[config.mk]
export PLATFORM = sky130hd
export DESIGN_NAME = pong_match_controller_flat
export DESIGN_NICKNAME = d
export VERILOG_FILES = /design/src/rtl/pong_pkg.sv /design/src/rtl/pong_match_controller_if.sv /design/src/rtl/pong_tick_timer.sv /design/src/rtl/pong_match_controller.sv /design/src/flat_wrapper.sv
export SDC_FILE = /design/constraint.sdc
export NUM_CORES = 1
export LEC_CHECK = 0
export ABC_AREA = 1
export CELL_PAD_IN_SITES_DETAIL_PLACEMENT = 1
export CELL_PAD_IN_SITES_GLOBAL_PLACEMENT = 1
export CORE_ASPECT_RATIO = 1.1
export CORE_UTILIZATION = 44
export CTS_BUF_LIST = sky130_fd_sc_hd__clkbuf_8
export CTS_CLUSTER_SIZE = 20
export DETAILED_ROUTE_END_ITERATION = 10
export PLACE_DENSITY = 0.89
export SLEW_MARGIN = 20
export SYNTH_ARGS = -nofsm -noshare
export SYNTH_HDL_FRONTEND = slang
export SYNTH_SLANG_ARGS = --single-unit
[constraint.sdc]
create_clock -name clk -period 3.2 [get_ports clk]
set_clock_uncertainty 0.15 [all_clocks]
set_input_delay 0.96 -clock clk [delete_from_list [all_inputs] [get_ports clk]]
set_output_delay 0.96 -clock clk [all_outputs]
set_load 0.005 [all_outputs]
[src/rtl/pong_pkg.sv]
// rtl/pong_pkg.sv - shared encodings and constants for the Pong match controller
//
// Purpose: FSM state encodings, winner codes and the delay counter width
// shared by the match controller and its tick timer.
package pong_pkg;

  localparam int DELAY_W = 8;

  typedef enum logic [2:0] {
    IDLE      = 3'd0,
    SERVE     = 3'd1,
    RALLY     = 3'd2,
    POINT     = 3'd3,
    GAME_OVER = 3'd4
  } gameState_t;

  localparam logic [1:0] WIN_NONE = 2'b00;
  localparam logic [1:0] WIN_P1   = 2'b01;
  localparam logic [1:0] WIN_P2   = 2'b10;

endpackage

[src/rtl/pong_match_controller_if.sv]
// rtl/pong_match_controller_if.sv - control/status bundle between frame logic and the match controller
//
// Purpose: groups the match controller's request inputs and status outputs.
// Ports (signals):
//   startPulse, pauseSwitch, tickEn, missLeft, missRight : requests into the controller
//   ballLoad, serveDirRight, moveEn                        : datapath controls
//   player1Score, player2Score, winner, gameState          : match status
// Modports: master = upstream side driving requests; slave = the controller.
interface pong_match_controller_if #(
  parameter int SCORE_W = 3
);

  logic               startPulse;
  logic               pauseSwitch;
  logic               tickEn;
  logic               missLeft;
  logic               missRight;
  logic               ballLoad;
  logic               serveDirRight;
  logic               moveEn;
  logic [SCORE_W-1:0] player1Score;
  logic [SCORE_W-1:0] player2Score;
  logic [1:0]         winner;
  logic [2:0]         gameState;

  modport master (
    output startPulse, pauseSwitch, tickEn, missLeft, missRight,
    input  ballLoad, serveDirRight, moveEn, player1Score, player2Score, winner, gameState
  );

  modport slave (
    input  startPulse, pauseSwitch, tickEn, missLeft, missRight,
    output ballLoad, serveDirRight, moveEn, player1Score, player2Score, winner, gameState
  );

endinterface

[src/rtl/pong_tick_timer.sv]
// rtl/pong_tick_timer.sv - 8-bit down counter for serve and point delays
//
// Purpose: loadable down counter that saturates at zero.
// Ports:
//   clk, resetSwitch : clock, asynchronous active-low reset
//   load, loadValue  : load the counter (takes priority over counting)
//   countEn          : counting tick; decrements while nonzero
//   done             : countEn seen while the counter is already zero
module pong_tick_timer
  import pong_pkg::*;
(
  input  logic               clk,
  input  logic               resetSwitch,
  input  logic               load,
  input  logic [DELAY_W-1:0] loadValue,
  input  logic               countEn,
  output logic               done
);

  logic [DELAY_W-1:0] count;

  assign done = countEn && (count == '0);

  always_ff @(posedge clk or negedge resetSwitch) begin
    if (!resetSwitch) begin
      count <= '0;
    end else if (load) begin
      count <= loadValue;
    end else if (countEn && (count != '0)) begin
      count <= count - 1'b1;
    end
  end

endmodule

[src/rtl/pong_match_controller.sv]
// rtl/pong_match_controller.sv - match-level sequencer for the Pong datapath
//
// Purpose: sequences serve, rally, point freeze and game over; keeps scores.
// Ports:
//   clk         : system clock
//   resetSwitch : asynchronous active-low reset
//   bus         : slave side of pong_match_controller_if (requests in, status out)
module pong_match_controller
  import pong_pkg::*;
#(
  parameter int WIN_SCORE   = 5,
  parameter int SCORE_W     = 3,
  parameter int SERVE_DELAY = 60,
  parameter int POINT_DELAY = 90
) (
  input logic                    clk,
  input logic                    resetSwitch,
  pong_match_controller_if.slave bus
);

  localparam logic [SCORE_W-1:0] WIN_VAL    = SCORE_W'(WIN_SCORE);
  localparam logic [DELAY_W-1:0] SERVE_LOAD = DELAY_W'(SERVE_DELAY);
  localparam logic [DELAY_W-1:0] POINT_LOAD = DELAY_W'(POINT_DELAY);

  gameState_t         state, stateNext;
  logic [SCORE_W-1:0] p1Score, p1Next, p2Score, p2Next;
  logic [1:0]         winnerR, winnerNext;
  logic               serveDir, serveDirNext;
  logic               ballLoadR, ballLoadNext;
  logic               countTick, timerLoad, timerDone;
  logic [DELAY_W-1:0] timerValue;

  assign countTick = bus.tickEn && !bus.pauseSwitch;

  // The timer only counts in the two waiting states so its done flag can
  // never leak into other states.
  pong_tick_timer timer (
    .clk         (clk),
    .resetSwitch (resetSwitch),
    .load        (timerLoad),
    .loadValue   (timerValue),
    .countEn     (countTick && (state == SERVE || state == POINT)),
    .done        (timerDone)
  );

  always_ff @(posedge clk or negedge resetSwitch) begin
    if (!resetSwitch) begin
      state     <= IDLE;
      p1Score   <= '0;
      p2Score   <= '0;
      winnerR   <= WIN_NONE;
      serveDir  <= 1'b1;
      ballLoadR <= 1'b0;
    end else begin
      state     <= stateNext;
      p1Score   <= p1Next;
      p2Score   <= p2Next;
      winnerR   <= winnerNext;
      serveDir  <= serveDirNext;
      ballLoadR <= ballLoadNext;
    end
  end

  always_comb begin
    stateNext    = state;
    p1Next       = p1Score;
    p2Next       = p2Score;
    winnerNext   = winnerR;
    serveDirNext = serveDir;
    ballLoadNext = 1'b0;
    timerLoad    = 1'b0;
    timerValue   = SERVE_LOAD;

    // Start (or restart) wins over everything, including a same-cycle miss.
    if (bus.startPulse) begin
      stateNext    = SERVE;
      p1Next       = '0;
      p2Next       = '0;
      winnerNext   = WIN_NONE;
      serveDirNext = 1'b1;
      ballLoadNext = 1'b1;
      timerLoad    = 1'b1;
    end else begin
      case (state)
        SERVE: begin
          if (timerDone) stateNext = RALLY;
        end
        RALLY: begin
          // missLeft is checked first so a simultaneous missRight is dropped.
          if (bus.missLeft) begin
            p2Next       = p2Score + 1'b1;
            serveDirNext = 1'b0;
            if (p2Next == WIN_VAL) begin
              stateNext  = GAME_OVER;
              winnerNext = WIN_P2;
            end else begin
              stateNext  = POINT;
              timerLoad  = 1'b1;
              timerValue = POINT_LOAD;
            end
          end else if (bus.missRight) begin
            p1Next       = p1Score + 1'b1;
            serveDirNext = 1'b1;
            if (p1Next == WIN_VAL) begin
              stateNext  = GAME_OVER;
              winnerNext = WIN_P1;
            end else begin
              stateNext  = POINT;
              timerLoad  = 1'b1;
              timerValue = POINT_LOAD;
            end
          end
        end
        POINT: begin
          if (timerDone) begin
            stateNext    = SERVE;
            ballLoadNext = 1'b1;
            timerLoad    = 1'b1;
          end
        end
        default: ;
      endcase
    end
  end

  assign bus.moveEn        = bus.tickEn && (state == RALLY) && !bus.pauseSwitch;
  assign bus.ballLoad      = ballLoadR;
  assign bus.serveDirRight = serveDir;
  assign bus.player1Score  = p1Score;
  assign bus.player2Score  = p2Score;
  assign bus.winner        = winnerR;
  assign bus.gameState     = state;

endmodule

[src/flat_wrapper.sv]
// flat-port wrapper written by rule: the top's interface ports become plain ports
module pong_match_controller_flat import pong_pkg::*;
#(
  parameter int WIN_SCORE   = 5,
  parameter int SCORE_W     = 3,
  parameter int SERVE_DELAY = 60,
  parameter int POINT_DELAY = 90
)
  (clk, resetSwitch, bus_startPulse, bus_pauseSwitch, bus_tickEn, bus_missLeft, bus_missRight, bus_ballLoad, bus_serveDirRight, bus_moveEn, bus_player1Score, bus_player2Score, bus_winner, bus_gameState);
  pong_match_controller_if #(.SCORE_W(SCORE_W)) bus_i ();
  input logic clk;
  input logic resetSwitch;
  input wire logic [$bits(bus_i.startPulse)-1:0] bus_startPulse;
  input wire logic [$bits(bus_i.pauseSwitch)-1:0] bus_pauseSwitch;
  input wire logic [$bits(bus_i.tickEn)-1:0] bus_tickEn;
  input wire logic [$bits(bus_i.missLeft)-1:0] bus_missLeft;
  input wire logic [$bits(bus_i.missRight)-1:0] bus_missRight;
  output wire logic [$bits(bus_i.ballLoad)-1:0] bus_ballLoad;
  output wire logic [$bits(bus_i.serveDirRight)-1:0] bus_serveDirRight;
  output wire logic [$bits(bus_i.moveEn)-1:0] bus_moveEn;
  output wire logic [$bits(bus_i.player1Score)-1:0] bus_player1Score;
  output wire logic [$bits(bus_i.player2Score)-1:0] bus_player2Score;
  output wire logic [$bits(bus_i.winner)-1:0] bus_winner;
  output wire logic [$bits(bus_i.gameState)-1:0] bus_gameState;
  assign bus_i.startPulse = bus_startPulse;
  assign bus_i.pauseSwitch = bus_pauseSwitch;
  assign bus_i.tickEn = bus_tickEn;
  assign bus_i.missLeft = bus_missLeft;
  assign bus_i.missRight = bus_missRight;
  assign bus_ballLoad = bus_i.ballLoad;
  assign bus_serveDirRight = bus_i.serveDirRight;
  assign bus_moveEn = bus_i.moveEn;
  assign bus_player1Score = bus_i.player1Score;
  assign bus_player2Score = bus_i.player2Score;
  assign bus_winner = bus_i.winner;
  assign bus_gameState = bus_i.gameState;
  pong_match_controller #(.WIN_SCORE(WIN_SCORE), .SCORE_W(SCORE_W), .SERVE_DELAY(SERVE_DELAY), .POINT_DELAY(POINT_DELAY)) u_core (.clk(clk), .resetSwitch(resetSwitch), .bus(bus_i));
endmodule
# ---- Yosys cells after proc, flatten, opt, wreduce, memory -nomap -nowiden
# Index checks and enable logic that the tools add are counted.
dict set report totals {
  regBits 21
  latch_bits 0
  ramBits 0
  rom_bits 0
  input_bits 7
  output_inout_bits 14
  word_cells 84
  n_memories 0
}
dict set report classes {
  addsub 3
  mul 0
  div 0
  order_cmp 0
  eq_ne 10
  shifts 0
  n_mux 42
  bitwise_logic 0
  n_reduce_logical 22
}
# operator count
set ops {}
lappend ops {{$mux W8} 6}
lappend ops {{$mux W3} 14}
lappend ops {{$mux W7} 2}
lappend ops {{$mux W1} 12}
lappend ops {{$mux W2} 6}
lappend ops {{$pmux W3 S3} 1}
lappend ops {{$logic_not A8 Y1} 1}
lappend ops {{$reduce_and A4 Y1} 2}
lappend ops {{$reduce_bool A2 Y1} 4}
lappend ops {{$reduce_bool A8 Y1} 1}
lappend ops {{$sub A8 B1 Y8 const B} 1}
lappend ops {{$add A3 B1 Y3 const B} 2}
lappend ops {{$eq A3 B2 Y1 const B} 2}
lappend ops {{$eq A3 B3 Y1 const B} 2}
lappend ops {{$logic_and A1 B1 Y1} 6}
lappend ops {{$ne A3 B3 Y1 const B} 2}
lappend ops {{$reduce_bool A3 Y1} 2}
lappend ops {{$ne A4 B4 Y1 const B} 1}
lappend ops {{$reduce_and A2 Y1} 2}
lappend ops {{$reduce_bool A4 Y1} 1}
lappend ops {{$eq A3 B1 Y1 const B} 1}
lappend ops {{$ne A3 B2 Y1 const B} 1}
lappend ops {{$reduce_and A3 Y1} 1}
lappend ops {{$ne A2 B2 Y1 const B} 1}
lappend ops {{3 further kinds} 3}

# ---- Longest topological paths before layout
# Gate-level depths: netlist (run 1).
dict set report depth {
  word_depth 8
  mapped_depth 11
  depth_no_buf 11
}

# ---- Cells and area by module
# A second synthesis (run 1) with hierarchy kept.
dict set report unflattened {
  hier_cells 206
  hier_area_um2 1430.1
}
# module n_inst cells_each area_per_inst_um2 seq_area_each_um2
set modules_own_cells {}
lappend modules_own_cells {pong_match_controller 1 113 830.8 326.6}
lappend modules_own_cells {pong_tick_timer 1 93 599.3 200.2}

# ---- Least setup slack after synthesis (run 1)
# No wires, ideal clock.
dict set report synth_timing {
  path_kind {in2out}
  start {input bus_tickEn}
  end {output bus_moveEn}
  arrival_ps 1207
  required_ps 2090
  setup_slack_ps 883
  stages 2
  path_buffers 0
  path_cell_list {inv_1 > nor3_1}
}
dict set report synth_between {
  elab_chain_len 2
}
# item line_no
set synth_rtl {}
lappend synth_rtl {{start, declared} flat_wrapper.sv:15} ;# input wire logic [$bits(bus_i.tickEn)-1:0] bus_tickEn;
lappend synth_rtl {{$logic_and A1 B1 Y1 (2 in series)} pong_match_controller.sv:126} ;# assign bus.moveEn = bus.tickEn && (state == RALLY) && !bus.pauseSwitch;
lappend synth_rtl {{end, declared} flat_wrapper.sv:20} ;# output wire logic [$bits(bus_i.moveEn)-1:0] bus_moveEn;
# No other way between the ends.

# ---- Worst setup path after layout (run 1)
# Ends and elaborated chain as after synthesis.

==> flow_summary.ini, run 1 <==
[die]
boundaryPins = 21
core-area_um2 = 2850
dieArea_um2 = 3310
start_util_pct = 47.5
num_rows = 20
chipWidth_um = 54.9
fp.dieH_um = 60.2

[run_status]
status = finished, final reports clean

[detailed_routing]
wl_per_cell_um = 15.0
drc = 0
first_iter_violations = 38
detail-route-antenna-nets = 0
num_vias = 1233
viasPerCell = 5.34
drt_first_pass_iters = 4
routed_wl_um = 3470

[critical_path]
r2r-start = u_core.bus.player1Score[0]
arrival_ns = 1.88
path_class = in2out
reg2reg_slack_ns = 1.40
reg2regPathDepth = 10
cp-end-kind = output pin
worst_ep_required_time_ns = 2.09
cp_max_fo = 2
cp-start-kind = input pin
worst_r2r_endpoint = u_core.timer.count[7]

[sta]
max_freq_mhz = 335
setup_viol = 0
max_slew_margin_pct = 73.2
hold_viol = 0
tightest_slew_ns = 0.402
rsz0062_at_grt = false
timing.final.crit_share_pct = 93.3
finalCriticalPeriod_ns = 2.99
tns_ns = 0
slew_viol_final = 0

[yosys]
synth_area_leader_cell = dfrtp_1
synth-edff-count = 0
yosysMostFrequentCell = nand2_1
yosysWarnings = 0
async_reset_ff_share_pct = 100
syn_area_per_cell_um2 = 7.88
yosys.area.top_type_share_pct = 36.9
synth_seq_cells = 21
syn_nets = 185
ys_seq_area_share_pct = 38.9
syn-cell-area_um2 = 1360
synthFlopType = dfrtp_1
yosysUniqueCellTypes = 28
synthTopCellsByArea = dfrtp_1 (37%), nand2_1 (11%), inv_1 (6.4%)
syn_inst = 172
synth_common_cells = nand2_1 (40), inv_1 (23), dfrtp_1 (20)

[final_layout]
num_antenna_cells = 0
area_growth_syn_to_layout_pct = 22.4
drive_gt1_share_pct = 17.7
nets = 212

[clock_network]
clkLatencyLatePin_ns = 0.27
clk_path_buf_depth = 2
cts_made_buffers = 3
clkSlewWorstSetupHoldPaths_ns = 0.07
numClockSinks = 21
htreeDepth = 1
cts_tree = done
root_buffer = clkbuf_8

[min_path]
holdCritStartpoint = u_core.bus.winner[1]
hold_end = u_core.bus.winner[1]
hold_class = reg2reg
whs_path_depth = 2

[place]
io_buffers = 20
dpl.hpwl_um = 2620
gp_congestion = 0.852

[power]
p_per_area_nw_per_um2 = 649
p_leak_nw = 0.752
total_power_w = 0.00108
ir_drop_mv = 0.399

[job]
maxCapViolations = 0

[global_routing]
grt_pass1_vias = 1289
grt_max_degree = 22
overflow = 0
grt_pass1_wl_um = 5540
grt_use_total_pct = 23.7
antenna_found_initial = 0
==> critical path, stage by stage <==
cell and delay [ns]:
clkdlybuf4s50_1 0.45, inv_1 0.05, nor3_1 0.16, dlygate4sd2_1 0.26
==> logic make-up after synthesis <==
group	after synthesis	share of synthesized area [%]
AND/OR/NAND/NOR	91	35.2
AO/OA/AOI/OAI	20	9.05
XOR/XNOR	5	3.23
adder cells (fa/ha/maj)	6	5.54
buffers and inverters	29	8.12
flip-flops	21	38.9
==> how the worst max path moves through the flow <==
| stage | to | depth (start not counted) | slack [ns] | start |
|---|---|---|---|---|
| global route | bus_moveEn | 4 | 0.12 | bus_tickEn |
| floorplan | bus_moveEn | 2 | 0.88 | bus_tickEn |
| finish | bus_moveEn | 4 | 0.21 | bus_tickEn |
| detailed placement | bus_moveEn | 4 | -0.09 | bus_tickEn |
| CTS | bus_moveEn | 4 | 0.20 | bus_tickEn |
| global placement | bus_moveEn | 4 | -0.05 | bus_tickEn |
==> sequential cells by signal, summed over array words and instances, names as in the netlist <==
register / count
u_core.bus.ballLoad: 1
u_core.bus.gameState: 3
u_core.bus.player1Score: 3
u_core.bus.player2Score: 3
u_core.bus.serveDirRight: 1
u_core.bus.winner: 2
u_core.timer.count: 8
==> cell usage in the layout, fill, tap and decap left out <==
cell type         n
ha_1              6
nor3_1            2
dlygate4sd2_1     1
nor2_1           15
a31o_2            1
nand2_2           4
nor3_2            1
dfstp_2           1
nor2_4            2
clkinv_1          1
a21oi_4           1
a21oi_2           1
dfrtp_1          20
inv_1            23
clkdlybuf4s50_1  19
xor2_1            2
nand2_1          40
inv_2             4
nand3_1          10
nand3_2           5
clkinv_2          1
a21oi_1           1
xnor2_1           3
o22a_1            1
nand4_1           4
clkbuf_8          3
nor2_2            5
o21ai_0           9
o21ai_1           6
nand3_4           2
buf_4             3
nand2_4           1
==> power by group <==
group          internal (W)  switching, W
clock             0.0000869     0.0000918
combinational      0.000194      0.000296
sequential         0.000327     0.0000802
total              0.000608      0.000468
==> layout make-up <==
cell class / count / area (µm²)
clock buffers: 3 / 41.3
inverters: 28 / 105
clock inverters: 1 / 5.00
flip-flops and latches: 21 / 527
fillers: 358 / 1190
well taps: 33 / 41.3
multi-input cells: 122 / 718
repair buffers: 23 / 221
==> metrics by stage <==
step	setup WS [ns]	area [µm²]	utilization, %	hold slack [ns]	instances
after floorplan	0.883	1360	-	0.332	172
after global placement	-0.0486	1610	56.6	0.326	227
after detailed placement	-0.0888	1610	56.6	0.344	227
after CTS	0.197	1660	58.2	0.362	231
after global routing	0.119	1660	58.2	0.402	231
final	0.214	1660	58.2	0.356	231
==> layer usage <==
metal	track usage, %	part of all wire (%)	up-vias
li1	-	-	596
met1	26.1	41	607
met2	45.1	55	21
met3	2.29	2.1	9
met4	8.57	2.0	0
met5	0	0	-
==> repair_timing <==
| action | 4_1_cts | 5_1_grt |
|---|---|---|
| setup endpoints to repair | 1 | 0 |
| setup buffers | 0 | 0 |
| gates resized for setup | 1 | 0 |
| hold buffers | 0 | 0 |
No activity file was read; power rests on OpenSTA's default activity.
==> run 2, diff against run 1 <==
- ABC_CLOCK_PERIOD_IN_PS: unset -> 3200
- CORE_ASPECT_RATIO: 1.1 -> unset
- PLACE_DENSITY: 0.89 -> 0.86
==> run 2 against run 1 <==
Compared with the run above: the flow now finishes with violations (DRC); utilization rose by 0.36 points; power fell by 2.0%; critical path depth did not move; clock power barely moved; setup slack got worse by 0.034 ns; sequential share of layout area rose by 0.072 points; highest routed layer unchanged.
==> flow_summary.ini, run 2 (same netlist as run 1, synthesis figures left out) <==
[final_layout]
nets = 212
area_growth_syn_to_layout_pct = 22.2
drive_gt1_share_pct = 17.2
layout_commonest_cell = nand2_1
finish.utilization_pct = 58.5
largest_reg_flops = 8
final_cells = 229
largest-register = u_core.timer.count
fill_cells = 352
num_antenna_cells = 0
mostFrequentLayoutCells = nand2_1 (40), inv_1 (24), dfrtp_1 (20)

[clock_network]
cts_made_buffers = 3
post-cts-setup-buffers = 0
root_buffer = clkbuf_8
htreeDepth = 1
clkSlewWorstSetupHoldPaths_ns = 0.08
cts_resized = 1
clkLatencyLatePin_ns = 0.27
cts_tree = done
clk_path_buf_depth = 2
numClockSinks = 21
hold_buffers = 0

[global_routing]
grt_pass1_vias = 1308
antenna_found_initial = 0
grt_pass1_wl_um = 5730
grt_max_degree = 22
overflow = 0
grt_use_total_pct = 22.9

[critical_path]
cp-start-kind = input pin
worst_ep_required_time_ns = 2.09
crit_path_start = bus_tickEn
arrival_ns = 1.91
path_class = in2out
cp-end-kind = output pin
reg2regPathDepth = 10
r2r-start = u_core.bus.player1Score[0]
cp_max_fo = 2

[power]
clkPwrFrac_pct = 16.7
ir_drop_mv = 0.310
combPwrFrac_pct = 45.1
total_power_w = 0.00105
p_leak_nw = 0.753
sw_frac_of_total_pct = 42.5
p_int_w = 0.000606
switchingPower_w = 0.000449
p_seq_share_pct = 38.1
p_per_area_nw_per_um2 = 637

[place]
io_buffers = 20
dp.cells = 225
gp_congestion = 0.906
dpl.hpwl_um = 2560

[detailed_routing]
drc = 4
num_vias = 1190
detail-route-antenna-nets = 0
routed_wl_um = 3340
first_iter_violations = 33
drt_first_pass_iters = 9
viasPerCell = 5.20
wl_per_cell_um = 14.6

[sta]
slew_viol_final = 0
max_freq_mhz = 331
hold_viol = 0
setup_viol = 0
rsz0062_at_grt = false
finalCriticalPeriod_ns = 3.02
tightest_slew_ns = 0.390
timing.final.crit_share_pct = 94.4
max_slew_margin_pct = 74.0

[die]
start_util_pct = 47.9
core-area_um2 = 2830
dieArea_um2 = 3310
num_rows = 19
fp.dieH_um = 57.5
boundaryPins = 21
chipWidth_um = 57.5

[min_path]
holdCritStartpoint = u_core.bus.winner[1]
whs_path_depth = 2
hold_class = reg2reg

[run_status]
violations = DRC
status = finished, violations left

[job]
maxCapViolations = 0
==> run 2: cell types whose count changed in the layout (fill, tap and decap cells not counted), sizes merged <==
cell and delta:
inv +1, clkinv -1
==> run 2: layer usage <==
metal  wire length, µm  global-route usage (%)  vias to the layer above
met2              1710                    42.4                       19
li1                  -                       -                      594
met1              1450                    25.9                      568
met5                 0                       0                        -
met3                94                    3.17                        9
met4                82                    10.1                        0
==> run 2: worst paths after layout <==
check                           slack [ns]                       end
worst min-delay path                  0.35      u_core.bus.winner[1]
worst max-delay path                  0.18                bus_moveEn
max in group asynchronous             1.73  u_core.bus.serveDirRight
worst min register to register        0.35      u_core.bus.winner[1]
min in group asynchronous             0.89   u_core.bus.gameState[2]
worst max register to register        1.35     u_core.timer.count[6]
==> run 2: cell type report <==
type / count / area [µm²] / share of cell area, %
multi-input combinational: 122 / 718 / 43.4
sequential: 21 / 527 / 31.8
timing repair buffer: 23 / 221 / 13.4
inverter: 28 / 105 / 6.35
clock buffer: 3 / 41.3 / 2.49
tap: 31 / 38.8 / 2.34
clock inverter: 1 / 3.75 / 0.227
==> run 2: power by group through the flow <==
stage | logic (W) | clock network, W | registers [W]
floorplan | 0.000330 | 0 | 0.000395
global placement | 0.000451 | 0 | 0.000404
detailed placement | 0.000478 | 0 | 0.000409
CTS | 0.000482 | 0.000180 | 0.000404
global route | 0.000537 | 0.000187 | 0.000412
finish | 0.000476 | 0.000176 | 0.000402
==> run 2: metrics by stage <==
stage | area, µm² | setup TNS [ns] | setup WS (ns) | hold WS, ns
6_report | 1660 | 0 | 0.179 | 0.348
5_1_grt | 1660 | 0 | 0.131 | 0.391
4_1_cts | 1660 | 0 | 0.165 | 0.351
3_5_place_dp | 1610 | -0.115 | -0.115 | 0.331
3_3_place_gp | 1610 | -0.0486 | -0.0486 | 0.326
2_1_floorplan | 1360 | 0 | 0.883 | 0.332
==> run 2: worst max-delay path, stage by stage <==
cell,delay [ns]
clkdlybuf4s50_1,0.46
inv_1,0.05
nor3_1,0.18
dlygate4sd2_1,0.26
